--- src/rtl/hostbus_regctrl.sv ---
// rtl/hostbus_regctrl.sv - host bus to synchronous register strobe controller
//
// Purpose: turns an asynchronous 8-bit host bus (hcs_n/hwr_n/hrd_n) into
// single-cycle register load strobes, muxes register readback onto hdataout
// and pulses ctrlrdce on every read of the control register.
//
// Ports:
//   clk, resetn                 system clock, synchronous active-low reset
//   hcs_n, hwr_n, hrd_n         async host strobes (active-low)
//   haddr, hdatain              host address / write data (sampled on capture)
//   hdataout                    registered host read data
//   configrd, controlrddata,
//   wdogdivrd                   register readback sources
//   wrtdata                     registered write data to the register file
//   cfgld, ctrlld, wdogdivld    one-cycle load strobes for addresses 0/1/2
//   ctrlrdce                    one-cycle pulse per read of address 1
//   buserr                      one-cycle pulse on protocol error
module hostbus_regctrl #(
  parameter int         SYNCSTAGES = 2,
  parameter logic [7:0] IDVALUE    = 8'hA5
) (
  input  logic       clk,
  input  logic       resetn,
  input  logic       hcs_n,
  input  logic       hwr_n,
  input  logic       hrd_n,
  input  logic [1:0] haddr,
  input  logic [7:0] hdatain,
  output logic [7:0] hdataout,
  input  logic [7:0] configrd,
  input  logic [7:0] controlrddata,
  input  logic [7:0] wdogdivrd,
  output logic [7:0] wrtdata,
  output logic       cfgld,
  output logic       ctrlld,
  output logic       wdogdivld,
  output logic       ctrlrdce,
  output logic       buserr
);

  typedef enum logic [2:0] {
    ST_ARM, ST_IDLE, ST_WRACT, ST_RDACT, ST_ERRWAIT
  } state_e;

  state_e state_q, state_d;

  logic [SYNCSTAGES-1:0] cs_sync_q, wr_sync_q, rd_sync_q;
  logic                  armed_q;
  logic [1:0]            addr_q, addr_d;
  logic [7:0]            hdataout_q, hdataout_d;
  logic [7:0]            wrtdata_q, wrtdata_d;
  logic                  cfgld_q, cfgld_d;
  logic                  ctrlld_q, ctrlld_d;
  logic                  wdogdivld_q, wdogdivld_d;
  logic                  ctrlrdce_q, ctrlrdce_d;
  logic                  buserr_q, buserr_d;

  logic cs_act, wr_act, rd_act, quiet_all;

  // Synchronized strobes, true when the host strobe is asserted (low).
  assign cs_act = ~cs_sync_q[SYNCSTAGES-1];
  assign wr_act = ~wr_sync_q[SYNCSTAGES-1];
  assign rd_act = ~rd_sync_q[SYNCSTAGES-1];

  // ARM looks at every synchronizer stage, not just the last one: the chain
  // comes out of reset full of ones, so only a fully refilled chain proves
  // the host really released wr/rd after reset.
  assign quiet_all = (&wr_sync_q) && (&rd_sync_q);

  always_ff @(posedge clk) begin
    if (!resetn) begin
      state_q     <= ST_ARM;
      cs_sync_q   <= '1;
      wr_sync_q   <= '1;
      rd_sync_q   <= '1;
      armed_q     <= 1'b0;
      addr_q      <= 2'd0;
      hdataout_q  <= 8'd0;
      wrtdata_q   <= 8'd0;
      cfgld_q     <= 1'b0;
      ctrlld_q    <= 1'b0;
      wdogdivld_q <= 1'b0;
      ctrlrdce_q  <= 1'b0;
      buserr_q    <= 1'b0;
    end else begin
      state_q     <= state_d;
      cs_sync_q   <= {cs_sync_q[SYNCSTAGES-2:0], hcs_n};
      wr_sync_q   <= {wr_sync_q[SYNCSTAGES-2:0], hwr_n};
      rd_sync_q   <= {rd_sync_q[SYNCSTAGES-2:0], hrd_n};
      // First post-reset cycle is skipped so the chain holds a real sample.
      armed_q     <= 1'b1;
      addr_q      <= addr_d;
      hdataout_q  <= hdataout_d;
      wrtdata_q   <= wrtdata_d;
      cfgld_q     <= cfgld_d;
      ctrlld_q    <= ctrlld_d;
      wdogdivld_q <= wdogdivld_d;
      ctrlrdce_q  <= ctrlrdce_d;
      buserr_q    <= buserr_d;
    end
  end

  always_comb begin
    state_d     = state_q;
    addr_d      = addr_q;
    hdataout_d  = hdataout_q;
    wrtdata_d   = wrtdata_q;
    cfgld_d     = 1'b0;
    ctrlld_d    = 1'b0;
    wdogdivld_d = 1'b0;
    ctrlrdce_d  = 1'b0;
    buserr_d    = 1'b0;

    case (state_q)
      ST_ARM: begin
        if (armed_q && quiet_all) state_d = ST_IDLE;
      end

      ST_IDLE: begin
        if (cs_act) begin
          if (wr_act && rd_act) begin
            buserr_d = 1'b1;
            state_d  = ST_ERRWAIT;
          end else if (wr_act) begin
            addr_d    = haddr;
            wrtdata_d = hdatain;
            state_d   = ST_WRACT;
          end else if (rd_act) begin
            addr_d = haddr;
            case (haddr)
              2'd0:    hdataout_d = configrd;
              2'd1:    hdataout_d = controlrddata;
              2'd2:    hdataout_d = wdogdivrd;
              default: hdataout_d = IDVALUE;
            endcase
            ctrlrdce_d = (haddr == 2'd1);
            state_d    = ST_RDACT;
          end
        end
      end

      ST_WRACT: begin
        // Losing chip select wins over a simultaneous wr release.
        if (!cs_act) begin
          state_d = ST_ARM;
        end else if (rd_act) begin
          buserr_d = 1'b1;
          state_d  = ST_ERRWAIT;
        end else if (!wr_act) begin
          case (addr_q)
            2'd0:    cfgld_d     = 1'b1;
            2'd1:    ctrlld_d    = 1'b1;
            2'd2:    wdogdivld_d = 1'b1;
            default: ;
          endcase
          state_d = ST_IDLE;
        end
      end

      ST_RDACT: begin
        if (wr_act) begin
          buserr_d = 1'b1;
          state_d  = ST_ERRWAIT;
        end else if (!rd_act) begin
          state_d = ST_IDLE;
        end
      end

      ST_ERRWAIT: begin
        if (!wr_act && !rd_act) state_d = ST_IDLE;
      end

      default: state_d = ST_ARM;
    endcase
  end

  assign hdataout  = hdataout_q;
  assign wrtdata   = wrtdata_q;
  assign cfgld     = cfgld_q;
  assign ctrlld    = ctrlld_q;
  assign wdogdivld = wdogdivld_q;
  assign ctrlrdce  = ctrlrdce_q;
  assign buserr    = buserr_q;

endmodule

--- config.mk ---
export PLATFORM = sky130hd
export DESIGN_NAME = hostbus_regctrl
export DESIGN_NICKNAME = d
export VERILOG_FILES = /design/src/rtl/hostbus_regctrl.sv
export SDC_FILE = /design/constraint.sdc
export NUM_CORES = 1
export LEC_CHECK = 0
export BUFFER_PORTS_ARGS = -buffer_cell sky130_fd_sc_hd__buf_4
export CAP_MARGIN = 20
export CORE_UTILIZATION = 47
export DETAILED_ROUTE_END_ITERATION = 10
export PLACE_DENSITY = 0.76
export SLEW_MARGIN = 20
export SYNTH_ARGS = -nofsm -noshare
export SYNTH_HDL_FRONTEND = slang
export SYNTH_SLANG_ARGS = --single-unit
--- constraint.sdc ---
create_clock -name clk -period 1.85 [get_ports clk]
set_input_delay 0.185 -clock clk [delete_from_list [all_inputs] [get_ports clk]]
set_output_delay 0.185 -clock clk [all_outputs]
set_load 0.02 [all_outputs]
==> Implementation_results.wiki, run 1 <==
{| class="wikitable"
! Metric !! Value
|-
| Top cell types by occurrence after synthesis || 33 x dfxtp_1, 14 x mux2i_1, 12 x nor2_1
|-
| Insertion delay to the later sink of the worst-skew pair || about 330 ps
|-
| Area of the mapped netlist || between 0.001 and 0.0015 mm2
|-
| Remaining antenna violation count || 0
|-
| Drt pass-1 iters || 4
|-
| Critical Path Max Stage Delay || 480 ps
|-
| Cell count after synthesis || 149
|-
| Post-layout min period || 1621 ps
|-
| Num Clock Sinks || 33
|-
| Post-detailed-route DRC marker count || 0
|-
| Overflow left after global routing || 0
|-
| Number of setup buffers added after CTS || 0
|-
| Ratio of final minimum period to clock period || approximately 90%
|-
| Depth of the most critical reg-to-reg path || 4
|-
| Count of final hold-check violations || 0
|-
| Cell Area, Placed || ~0.0019 mm2
|-
| Number of enable-type register cells in the synthesized netlist || 0
|-
| Vias || 1,291
|-
| Register bit count reported by yosys || 33
|-
| Layout Nets || 245
|-
| Most repeated cell in the gate-level netlist after synthesis || dfxtp_1
|-
| IR Drop Worst-Case VDD || 448.7 uV
|-
| Count of different cell masters after synthesis || 35
|-
| Syn. warnings || 0
|-
| HP Class || in2reg
|-
| Cell accounting for the most synthesized area || dfxtp_1
|-
| Number of cells on the critical path || 4
|-
| Aggregate global-route resource usage || 19.30%
|-
| Buffer and inverter count on the worst path || 0
|-
| Cell type of the slowest stage on the worst timing path || dfxtp_1
|-
| Average wire per cell in the routed design || 12.78 um
|-
| IO Count || 60
|-
| Post-Place Cells || 243
|-
| Width of the chip || 58.33 um
|-
| RePlAce Congestion || 0.8924
|-
| Count of placed standard cells in the final layout, fillers left out || 250
|-
| Register area share after synthesis || 44.30%
|-
| Clock Skew || 11.22 ps
|-
| RSZ-0062 raised after global routing || false
|-
| Post-route cell area || 0.001964 mm2
|-
| Count of filler cells inserted in the layout || 262
|-
| Effective utilization at floorplan || approximately half
|-
| Max Cap Viol || 0
|-
| Number of failing setup endpoints in the final timing report || 0
|-
| Startpoint-to-endpoint class of the critical path || reg2reg
|-
| Top delay family on crit path || simple AND/OR/NAND/NOR gates
|-
| Placement Rows || 20
|-
| Final wirelength || ~3200 um
|-
| Cells on Worst Hold Path || 2
|-
| Via-per-instance ratio || 5.164
|-
| Required time at the worst-slack endpoint || 2110 ps
|-
| HPWL after detailed placement || 2449 um
|-
| Port Buffer Count || 59
|-
| Wire length of the first global-routing pass || 4974 um
|-
| Die area || approximately 0.0034 mm2
|-
| Number of inserted diodes || 0
|-
| Static Leak || 0.8893 nW
|-
| Root Buffer || clkbuf_4
|-
| Vertical extent of the die || 58.33 um
|-
| Clock Pin Slew Worst Setup and Hold Paths || 100 ps
|-
| Crit path capture type || register
|-
| Worst relative slew slack || 71.83%
|-
| Achievable frequency || 0.6171 GHz
|-
| Synth top area cells || dfxtp_1 44%, mux2i_1 9.4%, nor2b_1 4.6%
|-
| Average footprint of a synthesized cell || 10.01 um2
|-
| Slew of the pin with the lowest slew margin || slightly above 400 ps
|-
| Pin count of the biggest net entering global routing || 30
|-
| Syn Nets || around 190
|-
| Number of buffers inserted during clock tree synthesis || 5
|-
| Power density over the cells || just under 700 mW/mm2
|-
| Largest fanout of any net on the critical path || 8
|-
| Cts repair resizes || 0
|-
| Number of H-tree branching levels || 2
|-
| Total negative setup slack || 0 ps
|-
| Maximum buffer depth of the clock tree || 2
|-
| Hold path startpoint || hwr_n
|-
| CTS tree || built
|-
| Hold Buf Count CTS || 0
|-
| Startpoint Class || register
|-
| Via count of the first global-routing pass || 1,169
|-
| Starting DRC count in detailed routing || 34
|-
| Proportion of netlist area held by the largest area contributor || 44.30%
|-
| Max-slew violation count || 0
|-
| Status || complete, no violations
|-
| R2r startpoint || state_q[0]
|-
| Chain of cells forming the critical path || nor3b_4, and3_1, o221ai_1, a21boi_1
|-
| Most instantiated flip-flop cell in the synthesis netlist || dfxtp_1
|-
| Share of post-route cells with drive strength above 1 || a little over a third
|-
| Launch point of the worst path || state_q[0]
|-
| Fraction of registers with async set/reset || 0%
|-
| Core ar. || 0.003028 mm2
|-
| Area grow syn2layout || 31.71%
|-
| Antenna violations before repair || 0
|-
| Overall power after layout || roughly 1.3 mW
|-
| CP Data Arrival Time || 1890 ps
|}
-- flip-flops by register name, indices dropped and copies added (netlist names) --
signal     flops
rd_sync_q      2
cs_sync_q      2
armed_q        1
wdogdivld      1
cfgld          1
buserr         1
wr_sync_q      2
addr_q         2
hdataout       8
wrtdata        8
ctrlld         1
state_q        3
ctrlrdce       1
-- layout make-up --
class	count	area, um2	area share, %
clock buffer	7	55.05	2.803
inverter	4	15.01	0.7643
multi-input combinational	103	735.7	37.45
sequential	33	660.6	33.63
tap	44	55.05	2.803
timing repair buffer	59	442.9	22.55
-- per-layer routing --
metal / global-route usage [%] / share of wire, % / up-vias
met3: 7.033 / 8.0 / 0
met2: 35.14 / 51 / 65
li1: - / - / 641
met5: 0 / 0 / -
met4: 5.102 / 0 / 0
met1: 21.14 / 41 / 585
-- kinds of logic (layout without fill, tap and decap cells) --
kind of cell           Yosys count  in the layout  synth area share (%)
buffers and inverters           13             70                 6.376
flip-flops                      33             33                 44.30
XOR/XNOR                         1              1                0.5874
AND/OR/NAND/NOR                 58             58                 23.41
multiplexers                    18             18                 12.42
AO/OA/AOI/OAI                   26             26                 12.92
-- worst register-to-register path: stages, from the launching register on --
cell      delay [ps]
dfxtp_1          480
nor3b_4          350
and3_1           370
o221ai_1         190
a21boi_1         170
-- cell usage in the layout, fill, tap and decap left out, drive strengths merged, types with 5 or more instances in the layout --
cell	synthesis	layout
nor3b	7	7
nor2b	11	11
nor2	12	12
a211oi	5	5
buf	4	59
clkbuf	5	7
nand2b	9	9
mux2i	14	14
dfxtp	33	33
nand2	7	7
-- stage by stage --
step | util, % | setup slack, ps | hold WS, ps
after global placement | 63.06 | 363.8 | 367.9
after detailed placement | 63.06 | 245.7 | 371.4
after global routing | 64.88 | 110.6 | 20.81
final | 64.88 | 229.5 | 42.19
after CTS | 64.88 | 219.8 | 24.40
after floorplan | - | 556.4 | 212.7
-- power breakdown --
group	switching [mW]	internal, mW	total, mW
combinational	0.0764	0.103	0.180
clock	0.224	0.179	0.404
sequential	0.0234	0.726	0.749
total	0.324	1.01	1.33
-- path summary, 6_finish.rpt --
check,endpoint,slack [ps]
setup / recovery,hdataout[7],230
hold / removal,wr_sync_q[0],40
setup reg to reg,hdataout[7],230
hold reg to reg,cs_sync_q[1],420
No activity file was read; power rests on OpenSTA's default activity.
==> inputs of run 2 (changes only) <==
--- a/config.mk
+++ b/config.mk
@@ -9,7 +9,7 @@
 export CAP_MARGIN = 20
 export CORE_UTILIZATION = 47
 export DETAILED_ROUTE_END_ITERATION = 10
-export PLACE_DENSITY = 0.76
+export PLACE_DENSITY = 0.83
 export SLEW_MARGIN = 20
 export SYNTH_ARGS = -nofsm -noshare
 export SYNTH_HDL_FRONTEND = slang
==> Implementation_results.wiki, run 2 (synthesized netlist as in run 1, its figures left out) <==
{| class="wikitable"
! Metric !! Value
|-
| Number of buffers inserted during clock tree synthesis || 5 (unchanged)
|-
| Effective utilization at floorplan || 49.26% (unchanged)
|-
| Width of the chip || 58.33 um (unchanged)
|-
| RePlAce Congestion || 0.8916 (about the same)
|-
| Startpoint-to-endpoint class of the critical path || reg2reg
|-
| Worst slack, placed || 277.9 ps (+32.21 ps)
|-
| Achievable frequency || 0.6023 GHz (-2.4%)
|-
| Cts repair resizes || 0 (unchanged)
|-
| Average wire per cell in the routed design || 12.97 um (+1.5%)
|-
| Hold path startpoint || hcs_n
|-
| Cells on Worst Hold Path || 2 (unchanged)
|-
| CTS tree || built
|-
| Vias || 1,315 (+1.9%)
|-
| Vertical extent of the die || 58.33 um (unchanged)
|-
| Required time at the worst-slack endpoint || 2130 ps (+20 ps)
|-
| Depth of the most critical reg-to-reg path || 4 (unchanged)
|-
| Clock Skew || 6.986 ps (-4.231 ps)
|-
| Hold Buf Count CTS || 0 (unchanged)
|-
| RSZ-0062 raised after global routing || false
|-
| Maximum buffer depth of the clock tree || 2 (unchanged)
|-
| Final wirelength || 3256 um (+1.9%)
|-
| Root Buffer || clkbuf_4
|-
| R2r startpoint || state_q[0]
|-
| Number of failing setup endpoints in the final timing report || 0 (unchanged)
|-
| Drt pass-1 iters || 4 (unchanged)
|-
| Static Leak || 0.8994 nW (+1.1%)
|-
| IR Drop Worst-Case VDD || 529.4 uV (+18%)
|-
| Layout Nets || 245 (unchanged)
|-
| Post-layout min period || 1660 ps (+39.89 ps)
|-
| Insertion delay to the later sink of the worst-skew pair || 340 ps (about the same)
|-
| Area grow syn2layout || 33.64%
|-
| Num Clock Sinks || 33 (unchanged)
|-
| Share of post-route cells with drive strength above 1 || 36.23% (+0.79 points)
|-
| Max Cap Viol || 0 (unchanged)
|-
| Placement Rows || 20 (unchanged)
|-
| Power density over the cells || 744.2 mW/mm2 (+9.7%)
|-
| Ratio of final minimum period to clock period || 89.75% (+2.2 points)
|-
| Terminus of the critical flop-to-flop path || hdataout[5]
|-
| Via-per-instance ratio || 5.239 (+1.5%)
|-
| Startpoint Class || register
|-
| Post-Place Cells || 243 (unchanged)
|-
| CP Data Arrival Time || 1940 ps (+50 ps)
|-
| Max-slew violation count || 0 (unchanged)
|-
| HPWL after detailed placement || 2456 um (+0.31%)
|-
| Total negative setup slack || 0 ps (unchanged)
|-
| Die area || 0.003402 mm2 (unchanged)
|-
| Clock Pin Slew Worst Setup and Hold Paths || 110 ps (about the same)
|-
| Count of final hold-check violations || 0 (unchanged)
|-
| Via count of the first global-routing pass || 1,223 (+4.6%)
|-
| Slew of the pin with the lowest slew margin || 452.1 ps (+40.24 ps)
|-
| Setup slack after layout || 189.6 ps (-39.89 ps)
|-
| Largest fanout of any net on the critical path || 8 (unchanged)
|-
| R2R setup slack || 190 ps (-40 ps)
|-
| Antenna violations before repair || 0 (unchanged)
|-
| HP Class || in2reg
|-
| Most common library cell in the layout ignoring fill and taps || buf_4
|-
| IO Count || 60 (unchanged)
|-
| Pin count of the biggest net entering global routing || 30 (unchanged)
|-
| Port Buffer Count || 59 (unchanged)
|-
| Post-detailed-route DRC marker count || 0 (unchanged)
|-
| Number of inserted diodes || 0 (unchanged)
|-
| Overflow left after global routing || 0 (unchanged)
|-
| Number of H-tree branching levels || 2 (unchanged)
|-
| Final Core Density || 65.83% (+0.95 points)
|-
| Aggregate global-route resource usage || 20.19% (+0.89 points)
|-
| Core ar. || 0.003028 mm2 (unchanged)
|-
| Remaining antenna violation count || 0 (unchanged)
|-
| Worst relative slew slack || 69.08% (-2.8 points)
|-
| Wire length of the first global-routing pass || 5106 um (+2.7%)
|-
| Count of placed standard cells in the final layout, fillers left out || 251 (+0.40%)
|-
| Status || complete, no violations
|-
| Crit path capture type || register
|-
| Endpoint of the worst hold-timing path || cs_sync_q[0]
|-
| Number of setup buffers added after CTS || 0 (unchanged)
|-
| Starting DRC count in detailed routing || 19 (-44%)
|-
| Top library cells by usage in the layout, fill and taps aside || 59 x buf_4, 33 x dfxtp_1, 14 x mux2i_1
|}
[run 2: changes by cell type in the layout (fill, tap and decap cells not counted)]
cell | before | now
clkinvlp_4 | 0 | 1
bufinv_16 | 0 | 1
clkbuf_1 | 1 | 0
clkbuf_8 | 1 | 0
clkinv_4 | 0 | 1
[run 2: metal layers]
layer	wire length, um	vias to the layer above	track usage (%)
met1	1288	594	19.61
met3	234	13	6.154
met4	102	0	13.61
met5	0	-	0
li1	-	643	-
met2	1632	65	36.62
[run 2: stage by stage]
step                power, mW  instance area, um2  hold WS (ps)
global placement       0.9328                1909         367.6
CTS                     1.493                1993         1.918
finish                  1.483                1993         16.22
detailed placement     0.9440                1909         374.2
floorplan              0.8767                1491         212.7
global route            1.542                1993       0.09720
[run 2: cell type report]
cell class,count,area (um2)
inverters,4,15.01
clock inverters,3,46.29
repair buffers,59,442.9
multi-input cells,103,735.7
fillers,241,1035
flip-flops and latches,33,660.6
clock buffers,5,37.54
well taps,44,55.05
[run 2: critical path, cell delays in order (launching register included)]
cell	delay, ps
dfxtp_1	500
nor3b_4	360
and3_1	380
o221ai_1	170
a21boi_1	180
[run 2: power breakdown]
part | internal, mW | switching (mW)
Combinational | 0.103 | 0.0780
Sequential | 0.726 | 0.0241
Clock | 0.286 | 0.266
[run 2: worst max path at each step]
| stage | start | to | slack [ps] | cells past startpoint |
|---|---|---|---|---|
| after global routing | state_q[0] | hdataout[0] | 80 | 4 |
| after global placement | state_q[0] | hdataout[0] | 360 | 4 |
| final | state_q[0] | hdataout[5] | 190 | 4 |
| after detailed placement | state_q[0] | hdataout[5] | 280 | 4 |
| after CTS | state_q[0] | hdataout[5] | 220 | 4 |
| after floorplan | state_q[0] | hdataout[0] | 560 | 6 |
